File: config.mk
export PLATFORM = sky130hd
export DESIGN_NAME = logarithm
export DESIGN_NICKNAME = d
export VERILOG_FILES = /design/src/rtl/logarithm_pkg.sv /design/src/rtl/logarithm_ln_datapath.sv /design/src/rtl/logarithm.sv
export SDC_FILE = /design/constraint.sdc
export NUM_CORES = 1
export LEC_CHECK = 0
export BUFFER_PORTS_ARGS = -buffer_cell sky130_fd_sc_hd__buf_2
export CAP_MARGIN = 10
export CORE_MARGIN = 5
export CORE_UTILIZATION = 40
export DETAILED_ROUTE_END_ITERATION = 8
export RECOVER_POWER = 50
export REMOVE_ABC_BUFFERS = 1
export SLEW_MARGIN = 20
export SYNTH_ARGS = -nofsm -noshare
export SYNTH_HDL_FRONTEND = slang
export SYNTH_HIERARCHICAL = 1
export SYNTH_SLANG_ARGS = --single-unit
export TNS_END_PERCENT = 50
File: constraint.sdc
create_clock -name clk -period 8.25 [get_ports clk]
set_input_delay 0.4125 -clock clk [delete_from_list [all_inputs] [get_ports clk]]
set_output_delay 0.4125 -clock clk [all_outputs]
set_load 0.02 [all_outputs]
File: src/rtl/logarithm_pkg.sv
// Shared constants for the fixed-point natural-log unit: widths, FSM encoding and
// the ln(1+2^-k) table used by the multiplicative-normalisation datapath.
package logarithm_pkg;
   localparam int FRAC_W = 16;
   localparam int GUARD  = 4;
   localparam int N_ITER = FRAC_W + 1;
   localparam int IW     = FRAC_W + GUARD;
   localparam int K_W    = $clog2(N_ITER);

   typedef enum logic [1:0] {IDLE, LOAD, ITER, FIN} state_e;

   // round(ln(1+2^-k) * 2^(FRAC_W+GUARD)); from k=11 on this is exactly 2^(IW-k)
   function automatic logic [IW:0] lntab(input logic [K_W-1:0] k);
      case (k)
         5'd0:    return 21'd726817;
         5'd1:    return 21'd425161;
         5'd2:    return 21'd233983;
         5'd3:    return 21'd123504;
         5'd4:    return 21'd63570;
         5'd5:    return 21'd32266;
         5'd6:    return 21'd16257;
         5'd7:    return 21'd8160;
         5'd8:    return 21'd4088;
         5'd9:    return 21'd2046;
         5'd10:   return 21'd1024;
         5'd11:   return 21'd512;
         5'd12:   return 21'd256;
         5'd13:   return 21'd128;
         5'd14:   return 21'd64;
         5'd15:   return 21'd32;
         5'd16:   return 21'd16;
         default: return 21'd0;
      endcase
   endfunction
endpackage

File: src/rtl/logarithm_ln_datapath.sv
// Datapath for ln(y): greedy product P climbs towards y by factors (1+2^-k) while
// R accumulates the matching ln terms; R is rounded to FRAC_W bits on the way out.
module ln_datapath
   import logarithm_pkg::*;
(
   input  logic              clk,
   input  logic              rst,
   input  logic              load,
   input  logic              iter,
   input  logic [K_W-1:0]    k,
   input  logic [FRAC_W+1:0] y,
   output logic [FRAC_W:0]   r_rnd,
   output logic              y_lt_one
);
   localparam logic [IW+1:0]   P_ONE = {2'b01, {IW{1'b0}}};
   localparam logic [FRAC_W+1:0] Y_ONE = {2'b01, {FRAC_W{1'b0}}};
   localparam logic [IW+1:0]   HALF  = (IW+2)'(1) << (GUARD - 1);

   logic [IW+1:0]     y_q, y_d, p_q, p_d;
   logic [IW:0]       r_q, r_d;
   logic              lt_q, lt_d;
   logic [IW+2:0]     t;
   logic [FRAC_W+1:0] r_sum;

   always_comb begin
      y_d  = y_q;
      p_d  = p_q;
      r_d  = r_q;
      lt_d = lt_q;
      // t can reach just under 8.0, hence the extra top bit
      t = {1'b0, p_q} + {1'b0, p_q >> k};
      if (load) begin
         y_d  = {y, {GUARD{1'b0}}};
         p_d  = P_ONE;
         r_d  = '0;
         lt_d = (y < Y_ONE);
      end else if (iter && (t <= {1'b0, y_q})) begin
         p_d = t[IW+1:0];
         r_d = r_q + lntab(k);
      end
      r_sum = (FRAC_W+2)'(({1'b0, r_q} + HALF) >> GUARD);
      r_rnd = r_sum[FRAC_W+1] ? '1 : r_sum[FRAC_W:0];
   end

   assign y_lt_one = lt_q;

   always_ff @(posedge clk or negedge rst) begin
      if (!rst) begin
         y_q  <= '0;
         p_q  <= '0;
         r_q  <= '0;
         lt_q <= 1'b0;
      end else begin
         y_q  <= y_d;
         p_q  <= p_d;
         r_q  <= r_d;
         lt_q <= lt_d;
      end
   end
endmodule

File: src/rtl/logarithm.sv
// Natural-log accelerator: start/done controller around ln_datapath. Fixed latency of
// N_ITER+2 cycles from the start-sampling edge to the done pulse.
module logarithm
   import logarithm_pkg::*;
(
   input  logic              clk,
   input  logic              rst,
   input  logic              start,
   input  logic [FRAC_W+1:0] y,
   output logic              busy,
   output logic              done,
   output logic              err,
   output logic [FRAC_W:0]   result
);
   state_e          state_q, state_d;
   logic [K_W-1:0]  k_q, k_d;
   logic            busy_q, busy_d, done_q, done_d, err_q, err_d;
   logic [FRAC_W:0] result_q, result_d, r_rnd;
   logic            load, iter, y_lt_one;

   ln_datapath u_dp (
      .clk      (clk),
      .rst      (rst),
      .load     (load),
      .iter     (iter),
      .k        (k_q),
      .y        (y),
      .r_rnd    (r_rnd),
      .y_lt_one (y_lt_one)
   );

   always_comb begin
      state_d  = state_q;
      k_d      = k_q;
      busy_d   = busy_q;
      done_d   = 1'b0;
      err_d    = err_q;
      result_d = result_q;
      load     = 1'b0;
      iter     = 1'b0;
      case (state_q)
         IDLE: if (start) begin
            state_d = LOAD;
            busy_d  = 1'b1;
         end
         LOAD: begin
            load    = 1'b1;
            k_d     = '0;
            state_d = ITER;
         end
         ITER: begin
            iter = 1'b1;
            k_d  = k_q + 1'b1;
            if (k_q == K_W'(N_ITER - 1)) begin
               state_d = FIN;
               busy_d  = 1'b0;
            end
         end
         FIN: begin
            done_d   = 1'b1;
            err_d    = y_lt_one;
            result_d = y_lt_one ? '0 : r_rnd;
            state_d  = IDLE;
         end
         default: state_d = IDLE;
      endcase
   end

   always_ff @(posedge clk or negedge rst) begin
      if (!rst) begin
         state_q  <= IDLE;
         k_q      <= '0;
         busy_q   <= 1'b0;
         done_q   <= 1'b0;
         err_q    <= 1'b0;
         result_q <= '0;
      end else begin
         state_q  <= state_d;
         k_q      <= k_d;
         busy_q   <= busy_d;
         done_q   <= done_d;
         err_q    <= err_d;
         result_q <= result_d;
      end
   end

   assign busy   = busy_q;
   assign done   = done_q;
   assign err    = err_q;
   assign result = result_q;
endmodule

======== Word-level counts from Yosys, hierarchy flattened ========
Memories as Yosys holds them, arrays and structs flattened.
Cells that the tools add are included.
word-level totals
  logic and storage cells ................. 49
  flip-flop bits (word level) ............. 89
  memory bits (read-only) ................. 640
  output and inout bits ................... 20
  input bits .............................. 21
  memories kept ........................... 1
cells by class
  order comparisons ....................... 2
  multiplexer cells ....................... 18
  shift operators ......................... 1
  eq/ne operators ......................... 6
  reduce and logical (&&, ||, !) cells .... 7
  $add $sub $neg .......................... 4
memories
  memory           depth  bits a word  read ports  clocked after memory_dff  wr ports  RTL line             RTL
  (no name shown)  32     20           1           0                         0         logarithm_pkg.sv:14  case (k)
operator list
  cell                                                   number
  2-to-1 mux 21 bit                                      4
  2-to-1 mux 22 bit                                      2
  2-to-1 mux 17 bit                                      2
  adder 22 x 22 -> 23 bit                                1
  <= comparator 23 x 22 -> 1 bit                         1
  adder 21 x 4 -> 22 bit (second input constant)         1
  right shift 22 x 5 -> 22 bit                           1
  adder 21 bit                                           1
  < comparator 18 x 17 -> 1 bit (second input constant)  1
  case mux 5 bit (2 select lines)                        1
  case mux 2 bit (4 select lines)                        1
  nonzero test 2 bit                                     3
  adder 5 x 1 -> 5 bit (second input constant)           1
  == test 5 bit (second input constant)                  1
  2-to-1 mux 1 bit                                       5
  == test 2 bit (second input constant)                  2
  2-to-1 mux 2 bit                                       2
  inequality test 2 bit (second input constant)          2
  AND reduction 3 bit                                    1
  == test 2 x 1 -> 1 bit (second input constant)         1
  logical NOT 2 bit                                      1
  case mux 1 bit (2 select lines)                        1
  AND reduction 2 bit                                    1
  logical AND 1 bit                                      1

======== Depth between registers and ports, before layout ========
Gate-level depths: netlist of run 1.
  depth after elaboration ................. 9
  mapped depth ............................ 29
  depth with buffers taken out ............ 26

======== Modules after synthesis ========
Netlist of run 1, hierarchy kept.
modules (own cells, without submodules)
  module       sequential area each (um^2)  area an instance (um^2)  cells an instance  times used
  ln_datapath  1551.5                       6548.8                   830                1
  logarithm    675.6                        1275.0                   120                1

======== Least setup slack after synthesis of run 1 ========
OpenSTA, ideal clock, no wires.
  kind .................................... flip-flop to flip-flop
  start point ............................. reg k_q[0]
  end point ............................... reg u_dp.r_q[20]
  setup slack ............................. 2472 ps
  stages on the path, launching flop included .. 27
  arrival ................................. 5651 ps
  buffers on the path ..................... 2
  data required time ...................... 8122 ps
  clock period less this slack ............ 5778 ps
  library setup time ...................... 128 ps
  cell sequence ........................... dfrtp_1 > clkbuf_1 > buf_1 > mux2i_1 > nor3_1 > a21oi_1 > nand2_1 > o21ai_0 > o22ai_1 > ha_1 > inv_1 > fa_1 > nor2b_1 > o31ai_2 > a211oi_2 > a311o_1 > a2111o_1 > o311ai_1 > ha_1 > a21oi_1 > o21ai_0 > a21oi_1 > nor2b_1 > o41ai_2 > o211ai_4 > nor4_2 > mux2_1
on the way
  longest elaborated chain between the ends .. 6
  elaborated cells on any way between the ends .. 11
  classes of those cells .................. add/sub (2); order compare (1); shift (1); mux (4); reduce/logical (2); memory (1)
RTL lines
  what                                                                             RTL line                     RTL
  start, declared                                                                  logarithm.sv:16              logic [K_W-1:0] k_q, k_d;
  start signal, assigned                                                           logarithm.sv:79              k_q <= k_d;
  parallel branches: the longest is 6 deep, another holds adder 22 x 22 -> 23 bit  --
  end signal, assigned                                                             logarithm_ln_datapath.sv:56  r_q <= r_d;
  end, declared                                                                    logarithm_ln_datapath.sv:20  logic [IW:0] r_q, r_d;
Parallel ways; which one is timed is not known. The select of a mux whose other input is x is not followed.
A chain may end at the register's enable or synchronous reset.

======== Worst setup path after layout of run 1 ========
  start point ............................. reg k_q[0]
  end point ............................... reg u_dp.p_q[6]
on the way
  longest elaborated chain between the ends .. 5
  elaborated cells on any way between the ends .. 7
  classes of those cells .................. add/sub (1); order compare (1); shift (1); mux (2); reduce/logical (2)
RTL lines
  what                            RTL line                     RTL
  right shift 22 x 5 -> 22 bit *  logarithm_ln_datapath.sv:31  t = {1'b0, p_q} + {1'b0, p_q >> k};
  adder 22 x 22 -> 23 bit *       logarithm_ln_datapath.sv:31
  <= comparator 23 x 22 -> 1 bit  logarithm_ln_datapath.sv:37  end else if (iter && (t <= {1'b0, y_q})) begin
  logical AND 1 bit               logarithm_ln_datapath.sv:37
  nonzero test 2 bit (no line)    --
  end signal, assigned            logarithm_ln_datapath.sv:55  p_q <= p_d;
  end, declared                   logarithm_ln_datapath.sv:19  logic [IW+1:0] y_q, y_d, p_q, p_d;
Every way passes the cells marked *; elsewhere a longest branch is shown, timed or not. The select of a mux whose other input is x is not followed.

==> out/results.txt, run 1 <==
clock-pin slew on the worst setup and hold paths: 0.07 ns
setup TNS: 0 ns
period utilization: 88.27%
CP Capture Type: flop
Multi-input gate area: 0.005175 sq mm
# IOs: 41
crit path time final: 7.282 ns
post-DR vias/cell: 5.432
vias in the first global route: 6529
post-placement setup slack: 1.098 ns
initial antenna violation count: 0
register area: 0.002227 sq mm
# fillers: 2005
worst setup path category: flop to flop
switching share of power: 49.74%
count of buffers from port buffering: 40
die area: 0.02246 sq mm
ratio of cells with drive above 1 in the final layout: 8.342%
total CTS buffers: 9
Synth top area share: 28.47%
post_cts resized: 0
GP Congestion: 0.9626
part of the power in registers: 22.2%
FF+latch count, synth: 89
Clock power frac: 11.6%
standard-cell rows: 51
H-tree depth: 3
peak supply drop: 0.0002064 V
RSZ-0062 raised after global routing: no
WL final: 19620 um
leakage power: 3.942 nW
area leader, netlist: dfrtp_1
Comb pwr share: 66.1%
P_int: 1.737 mW
Layout Cells excl Fill: 1236
Placed Cells: 1220
final hold violations: 0
violated checks: max-capacitance violations, max-slew violations
HPWL after DPL: 14680 um
grt total ovfl: 0
largest net degree at the start of global routing: 82
ant diodes: 0
Syn Area/Cell: 8.236 sq um
PwrDens: 405.9 mW/mm^2
starting density of the core: 40.46%
CTS root buf: clkbuf_16
CP required: 8.46 ns
crit path DAT: 7.49 ns
Worst Skew: 0.007601 ns
CTS max path bufs: 2
Switch Pwr: 1.719 mW
initial drt markers: 331
Main synth FF type: dfrtp_1
Die H: 149.9 um
clk_lat worst skew: 0.36 ns
number of routed nets with antenna violations: 0
Synth async-reset ratio: 100.0%
core region area: 0.01933 sq mm
Ys Warns: 6
via count: 6714
crit-path max FO: 23
Post-synth EDFFs: 0
register area share after synthesis: 28.47%
Hold Crit Class: primary input to flop
final worst slack: 0.9679 ns
CTS tree: built
first-pass GRT wire length: 32850 um
routed len/inst: 15.87 um
FMAX: 137.3 MHz
cells after synthesis: 950
max-slew violation count: 92
Hold-fix buffers, CTS: 0
Total Nets Final: 1064
DRT Pass-1 Iters: 5
Synth cell types: 73
status: complete, but fails checks
MaxCap Viol Count: 2
worst-margin pin slew: 2.609 ns
Slew HR: -73.90%
mapped cell area: 0.007824 sq mm
# setup viols final: 0
DRC: 0
top area cells in the synthesized netlist: dfrtp_1, ha_1, nand2_1
type of origin of the critical path: flop
P&R area growth vs syn: 8.812%
CTS Sinks: 89
Core Util, Final: 44.03%
number of buffers added for setup after CTS: 0
All-Layer GR Usage: 17.83%
Die X: 149.9 um
## registers in the layout, summed over array words and instances, names as in the netlist
| name | cells |
|---|---|
| busy | 1 |
| done | 1 |
| err | 1 |
| k_q | 5 |
| result | 17 |
| state_q | 2 |
| u_dp/p_q | 22 |
| u_dp/r_q | 21 |
| u_dp/y_lt_one | 1 |
| u_dp/y_q | 18 |
## stage by stage
| step | total power [mW] | cell area [sq um] | hold slack [ns] |
|---|---|---|---|
| after floorplan | 2.463 | 7621 | 0.1169 |
| after global placement | 3.042 | 8253 | 0.4421 |
| after detailed placement | 3.067 | 8253 | 0.4387 |
| after CTS | 3.493 | 8539 | 0.05241 |
| after global routing | 3.807 | 8513 | 0.2633 |
| final | 3.455 | 8513 | 0.2609 |
## cells in the mapped netlist (all sizes together), types with 3 or more instances
master  number
a211oi      20
a31oi       17
a211o        3
nor4         6
a311o        4
or2          3
a21oi       84
mux4         6
o211ai       5
xnor2       23
nor2        75
xor2        18
mux2         9
nand4        7
o31ai        4
nor3        16
o21ai       82
a21o        12
o22ai        4
nand3b      20
nand2b       6
buf         14
and2         6
ha          75
o21a         8
mux2i       40
nand2      111
clkbuf      32
nor2b       16
and3        12
nand3       26
o21bai       6
dfrtp       89
inv         57
## path summary, 6_finish.rpt
path                        start           end  slack (ns)  cells past startpoint
hold / removal               y[5]   u_dp/y_q[9]        0.26                      3
hold reg to reg               err           err        0.51                      1
setup / recovery           k_q[0]   u_dp/p_q[6]        0.97                     24
min in group asynchronous     rst     result[0]        0.73                      1
max in group asynchronous     rst  u_dp/p_q[18]        4.15                      2
setup reg to reg           k_q[0]   u_dp/p_q[6]        0.97                     24
## layer usage
metal / vias to the layer above / share of wire [%] / track usage [%]
li1: 3426 / - / -
met1: 3130 / 47 / 23.53
met2: 131 / 48 / 30.16
met3: 27 / 3.3 / 2.604
met4: 0 / 2.0 / 5.489
met5: - / 0 / 0
## logic make-up (layout without fill, tap and decap cells)
family / after synthesis / in the layout / synth area share (%)
buffers and inverters: 105 / 126 / 5.421
muxes: 55 / 55 / 8.140
and+or+nand+nor: 313 / 313 / 19.22
xor gates and xnor gates: 41 / 41 / 4.590
DFF: 89 / 89 / 28.47
AOI/OAI and AO/OA: 270 / 270 / 21.65
adders and majority gates: 77 / 77 / 12.51
## cell usage in the layout, fill, tap and decap left out, types with 18 or more instances in the layout
master    instances
xnor2_1          23
nand3b_1         20
nand3_1          26
buf_2            24
o21ai_0          80
nand2_1         111
xor2_1           18
a21oi_1          82
inv_1            56
mux2i_1          40
dfrtp_1          89
nor2_1           75
ha_1             74
## final cells by class
cell class                      count  share of cell area, %
Multi-Input combinational cell    756                  60.79
Sequential cell                    89                  26.16
Tap cell                          265                  3.895
Timing Repair Buffer               51                  3.189
Clock buffer                        9                  2.646
Inverter                           59                  2.601
Clock inverter                      7                 0.7202
## worst max-delay path, cell delays in order, from the launching register on
cell and delay (ns):
dfrtp_1 0.91, buf_4 0.33, mux2_2 0.36, o21ai_0 0.34, nor2_1 0.09, a21oi_1 0.18
o22ai_1 0.12, ha_1 0.26, inv_1 0.09, fa_1 0.20, nor2b_1 0.07, o31ai_2 0.38
a211oi_2 0.17, a311oi_1 0.46, xnor2_1 0.21, ha_1 0.29, nand4_1 0.15, a211oi_1 0.07
a2111oi_0 0.50, nor3_1 0.12, o41ai_2 0.48, o211a_1 0.78, buf_12 0.28, mux2i_1 0.21
nor2_1 0.06
## power groups by stage
| stage | sequential (mW) | clock [mW] | combinational [mW] |
|---|---|---|---|
| final | 0.769 | 0.402 | 2.29 |
| after floorplan | 0.792 | 0 | 1.67 |
| after detailed placement | 0.776 | 0 | 2.29 |
| after CTS | 0.767 | 0.420 | 2.30 |
| after global placement | 0.772 | 0 | 2.27 |
| after global routing | 0.793 | 0.432 | 2.58 |
No activity file was read; power rests on OpenSTA's default activity.
==> inputs of run 2 (changes only) <==
==> constraint.sdc (replaced) <==
create_clock -name clk -period 8.25 [get_ports clk]
set_input_delay 1.2375 -clock clk [delete_from_list [all_inputs] [get_ports clk]]
set_output_delay 1.2375 -clock clk [all_outputs]
set_load 0.02 [all_outputs]
==> run 2 against run 1 <==
Effect of this change: the run still ends with max-capacitance violations, max-slew violations left; sequential power about the same; routed wire length up 0.12%; largest power group unchanged; die area unchanged; largest cell class unchanged; critical path depth stayed put; hold slack gained 0.25 ns; cell area is essentially flat.
==> out/results.txt, run 2 (synthesis results as in run 1) <==
number of buffers added for setup after CTS: 0 (unchanged)
Layout Cells excl Fill: 1236 (unchanged)
H-tree depth: 3 (unchanged)
vias in the first global route: 6529 (unchanged)
initial drt markers: 325 (-1.8%)
Die X: 149.9 um (unchanged)
CP Capture Type: flop
CTS root buf: clkbuf_16
clk_lat worst skew: 0.36 ns (about the same)
hold path start: err
Die H: 149.9 um (unchanged)
MaxCap Viol Count: 3 (+1)
via count: 6781 (+1.0%)
routed len/inst: 15.89 um (+0.12%)
Total Nets Final: 1064 (unchanged)
first-pass GRT wire length: 32850 um (unchanged)
largest register by flop count: u_dp/p_q
count of buffers from port buffering: 40 (unchanged)
die area: 0.02246 sq mm (unchanged)
leakage power: 3.979 nW (+0.94%)
CP delay by family, top: compound AO/OA/AOI/OAI gates
crit-path max FO: 23 (unchanged)
max reg flops: 22 (unchanged)
worst-path cell with the longest stage delay: dfrtp_1
worst setup path category: flop to flop
Bufs and invs on worst path: 3 (unchanged)
violated checks: max-capacitance violations, max-slew violations
DRC: 0 (unchanged)
WL final: 19640 um (+0.12%)
Worst Hold Slack: 0.5109 ns (+0.2500 ns)
ant diodes: 0 (unchanged)
ratio of cells with drive above 1 in the final layout: 9.063% (+0.72 points)
most frequent cells in the layout: nand2_1, dfrtp_1, a21oi_1, o21ai_0
RSZ-0062 raised after global routing: no
largest net degree at the start of global routing: 82 (unchanged)
peak supply drop: 0.0002066 V (+0.11%)
period utilization: 89.61% (+1.3 points)
Slew HR: -132.9% (-59 points)
Placed Cells: 1220 (unchanged)
PwrDens: 407.5 mW/mm^2 (+0.40%)
Slowest Stage Delay on Critical Path: 0.90 ns (about the same)
CTS tree: built
origin of the critical flop-to-flop path: k_q[0]
CP required: 8.35 ns (-0.11 ns)
max-slew violation count: 174 (+89%)
FMAX: 135.3 MHz (-1.5%)
commonest non-fill, non-tap cell in the layout: nand2_1
post_cts resized: 0 (unchanged)
starting density of the core: 40.46% (unchanged)
initial antenna violation count: 0 (unchanged)
critical-path cell list: buf_4 > mux2_2 > o21ai_0 > nor2_1 > a21oi_1 > o22ai_1 > ha_1 > inv_1 > fa_1 > nor2b_1 > o31ai_2 > a211oi_2 > a311oi_1 > xnor2_1 > ha_1 > nand4_1 > a211oi_1 > a2111oi_0 > nor3_1 > o41ai_2 > o211a_1 > buf_12 > mux2i_1 > nor2_1
All-Layer GR Usage: 17.83% (unchanged)
CTS max path bufs: 2 (unchanged)
P&R area growth vs syn: 8.844% (about the same)
number of routed nets with antenna violations: 0 (unchanged)
GP Congestion: 0.9626 (unchanged)
post-DR vias/cell: 5.486 (+1.0%)
total CTS buffers: 9 (unchanged)
Final Power: 3.470 mW (+0.43%)
CP Depth: 24 (unchanged)
post-placement setup slack: 1.098 ns (unchanged)
worst-margin pin slew: 3.493 ns (+0.8849 ns)
clock-pin slew on the worst setup and hold paths: 0.07 ns (about the same)
Hold-fix buffers, CTS: 0 (unchanged)
final worst slack: 0.8568 ns (-0.1111 ns)
grt total ovfl: 0 (unchanged)
Hold Crit Depth: 1 (-2)
final hold violations: 0 (unchanged)
core region area: 0.01933 sq mm (unchanged)
biggest regs: u_dp/p_q (22), u_dp/r_q (21), u_dp/y_q (18)
# setup viols final: 0 (unchanged)
# IOs: 41 (unchanged)
setup TNS: 0 ns (unchanged)
crit path from: k_q[0]
CTS Sinks: 89 (unchanged)
Worst Skew: 0.008125 ns (+0.0005240 ns)
Hold Crit Class: flop to flop
r2r worst-path depth: 24 (unchanged)
status: complete, but fails checks
type of origin of the critical path: flop
standard-cell rows: 51 (unchanged)
crit path DAT: 7.49 ns (about the same)
crit path time final: 7.393 ns (+0.1111 ns)
DRT Pass-1 Iters: 5 (unchanged)
HPWL after DPL: 14680 um (unchanged)
==> run 2: changes by cell type in the layout (fill, tap and decap cells not counted) <==
cell	change
buf_2	+10
clkbuf_1	-9
a21oi_1	+1
a21oi_2	-1
buf_4	-1
ha_1	+1
ha_2	-1
==> run 2: report_power, final <==
group	leakage (nW)	switching (mW)	internal, mW
Combinational	2.68	1.36	0.935
Sequential	1.16	0.164	0.605
Clock	0.135	0.192	0.210
==> run 2: per-stage QoR <==
stage / utilization, % / area (sq um)
after floorplan: - / 7621
after global placement: 42.68 / 8253
after detailed placement: 42.68 / 8253
after CTS: 44.17 / 8539
after global routing: 44.04 / 8516
final: 44.04 / 8516
==> run 2: final cells by class <==
cell class              instances  area [sq um]
fillers                      2002         10820
clock inverters                 7         61.31
multi-input cells             756          5169
well taps                     265         331.6
flip-flops and latches         89          2227
inverters                      59         221.5
repair buffers                 51         280.3
clock buffers                   9         225.2
==> run 2: worst paths after layout <==
kind                           endpoint  slack (ns)
min in group asynchronous     result[2]        1.55
setup / recovery            u_dp/p_q[6]        0.86
max in group asynchronous  u_dp/p_q[18]        3.33
hold / removal                      err        0.51
hold reg to reg                     err        0.51
setup reg to reg            u_dp/p_q[6]        0.86
==> run 2: layer usage <==
| layer | vias up | part of all wire, % | GRT usage, % |
|---|---|---|---|
| met5 | - | 0 | 0 |
| met4 | 0 | 1.9 | 5.489 |
| met3 | 25 | 3.4 | 2.604 |
| met2 | 133 | 48 | 30.16 |
| met1 | 3194 | 46 | 23.53 |
| li1 | 3429 | - | - |
==> run 2: worst register-to-register path, cell delays in order, from the launching register on <==
cell,delay (ns)
dfrtp_1,0.90
buf_4,0.33
mux2_2,0.36
o21ai_0,0.34
nor2_1,0.09
a21oi_1,0.18
o22ai_1,0.12
ha_1,0.26
inv_1,0.09
fa_1,0.20
nor2b_1,0.07
o31ai_2,0.39
a211oi_2,0.17
a311oi_1,0.46
xnor2_1,0.21
ha_1,0.29
nand4_1,0.15
a211oi_1,0.07
a2111oi_0,0.50
nor3_1,0.12
o41ai_2,0.48
o211a_1,0.79
buf_12,0.28
mux2i_1,0.22
nor2_1,0.06
==> inputs of run 3 (changes only) <==
- CORE_UTILIZATION: 40 -> 28
- REMOVE_ABC_BUFFERS: 1 -> unset
==> run 3 against run 2 <==
Effect of this change: the flow still finishes with violations (max-capacitance violations, max-slew violations); combinational power barely moved; cell area rose by 2.0%; global-route usage down 5.5 points; via count shrank 0.71%; core utilization fell by 13 points; register-to-register slack improved by 0.45 ns; largest cell class unchanged.
==> out/results.txt, run 3 (synthesis results as in run 1) <==
largest register by flop count: u_dp/p_q
All-Layer GR Usage: 12.35% (-5.5 points)
HPWL after DPL: 14100 um (-4.0%)
vias in the first global route: 6491 (-0.58%)
largest net degree at the start of global routing: 82 (unchanged)
period utilization: 84.14% (-5.5 points)
DRT Pass-1 Iters: 5 (unchanged)
initial drt markers: 467 (+44%)
post_cts resized: 0 (unchanged)
ant diodes: 0 (unchanged)
CTS Sinks: 89 (unchanged)
first-pass GRT wire length: 32320 um (-1.6%)
worst-margin pin slew: 3.534 ns (+0.04038 ns)
biggest regs: u_dp/p_q (22), u_dp/r_q (21), u_dp/y_q (18)
die area: 0.03139 sq mm (+40%)
standard-cell rows: 61 (+20%)
number of buffers added for setup after CTS: 0 (unchanged)
max-slew violation count: 157 (-9.8%)
status: complete, but fails checks
origin of the critical flop-to-flop path: k_q[1]
Layout Cells excl Fill: 1350 (+9.2%)
FMAX: 144.1 MHz (+6.5%)
crit path from: k_q[1]
max reg flops: 22 (unchanged)
core region area: 0.02771 sq mm (+43%)
GP Congestion: 0.8770 (-8.9%)
# IOs: 41 (unchanged)
H-tree depth: 3 (unchanged)
crit path time final: 6.941 ns (-0.4517 ns)
most frequent cells in the layout: nand2_1, dfrtp_1, a21oi_1, o21ai_0
via count: 6733 (-0.71%)
CTS max path bufs: 2 (unchanged)
Die X: 177.2 um (+18%)
Final Power: 3.492 mW (+0.62%)
crit-path max FO: 41 (+78%)
commonest non-fill, non-tap cell in the layout: nand2_1
type of origin of the critical path: flop
starting density of the core: 28.24% (-12 points)
hold path start: err
post-placement setup slack: 1.498 ns (+0.4002 ns)
grt total ovfl: 0 (unchanged)
worst setup path category: flop to flop
number of routed nets with antenna violations: 0 (unchanged)
CP Capture Type: flop
Placed Cells: 1333 (+9.3%)
crit path DAT: 7.02 ns (-0.47 ns)
post-DR vias/cell: 4.987 (-9.1%)
violated checks: max-capacitance violations, max-slew violations
RSZ-0062 raised after global routing: no
clk_lat worst skew: 0.35 ns (about the same)
total CTS buffers: 9 (unchanged)
Hold Crit Class: flop to flop
Die H: 177.2 um (+18%)
CTS tree: built
final worst slack: 1.309 ns (+0.4517 ns)
cell area after layout: 0.008683 sq mm (+2.0%)
leakage power: 4.008 nW (+0.72%)
count of buffers from port buffering: 40 (unchanged)
CTS root buf: clkbuf_16
peak supply drop: 0.0002198 V (+6.4%)
CP required: 8.32 ns (-0.03 ns)
PwrDens: 402.1 mW/mm^2 (-1.3%)
initial antenna violation count: 0 (unchanged)
WL final: 19360 um (-1.4%)
# setup viols final: 0 (unchanged)
setup TNS: 0 ns (unchanged)
clock-pin slew on the worst setup and hold paths: 0.06 ns (about the same)
post-synth net total: 1048
Total Nets Final: 1065 (+0.094%)
MaxCap Viol Count: 3 (unchanged)
DRC: 0 (unchanged)
P&R area growth vs syn: 10.99%
routed len/inst: 14.34 um (-9.8%)
# fillers: 2958 (+48%)
ratio of cells with drive above 1 in the final layout: 9.568% (+0.51 points)
Slew HR: -135.6% (-2.7 points)
final hold violations: 0 (unchanged)
Hold-fix buffers, CTS: 0 (unchanged)
Area after DPL: 0.008382 sq mm (+1.6%)
Worst Skew: 0.01098 ns (+0.002853 ns)
run 3: area by class of cell:
cell class | instances | area (sq um) | area share (%)
Inverter | 59 | 221.5 | 2.550
Tap cell | 378 | 473.0 | 5.447
Timing Repair Buffer | 52 | 274.0 | 3.156
Sequential cell | 89 | 2227 | 25.65
Clock inverter | 5 | 62.56 | 0.7205
Clock buffer | 11 | 252.7 | 2.911
Multi-Input combinational cell | 756 | 5172 | 59.57
run 3: path summary, 6_finish.rpt:
| check | endpoint | slack [ns] | cells after the start |
|---|---|---|---|
| min | err | 0.50 | 1 |
| max reg2reg | u_dp/r_q[7] | 1.31 | 25 |
| max | u_dp/r_q[7] | 1.31 | 25 |
| min reg2reg | err | 0.50 | 1 |
| max in group asynchronous | u_dp/p_q[17] | 3.40 | 3 |
| min in group asynchronous | result[14] | 0.98 | 1 |
run 3: routing by layer:
layer	global-route usage, %	part of all wire (%)
met5	0	0
met4	2.901	1.5
met3	2.179	4.3
met2	20.05	44
met1	17.15	50
run 3: power by group:
group	switching (mW)	internal, mW	total (mW)
Clock	0.182	0.253	0.435
Combinational	1.37	0.924	2.29
Sequential	0.160	0.606	0.765
run 3: through the flow:
stage / hold WS, ns / util (%)
final: 0.5047 / 31.34
after CTS: 0.5069 / 31.39
after floorplan: 0.4875 / -
after global placement: 0.4885 / 30.25
after global routing: 0.5174 / 31.34
after detailed placement: 0.4918 / 30.25
run 3: worst max-delay path: stages, from the launching register on:
cell,delay [ns]
dfrtp_1,0.97
inv_2,0.37
a21oi_1,0.27
nand2_1,0.07
nand2_1,0.07
o21ai_0,0.07
o22ai_1,0.19
ha_1,0.23
inv_1,0.06
fa_1,0.39
nor2b_1,0.20
o31ai_2,0.12
a211oi_2,0.32
nand2b_1,0.19
a31oi_1,0.12
xnor2_1,0.29
ha_1,0.30
nand4_1,0.18
a211oi_1,0.08
a2111oi_0,0.55
nor3_1,0.12
o41ai_2,0.45
o211a_1,0.21
buf_4,0.49
mux2i_1,0.25
nor2_1,0.06
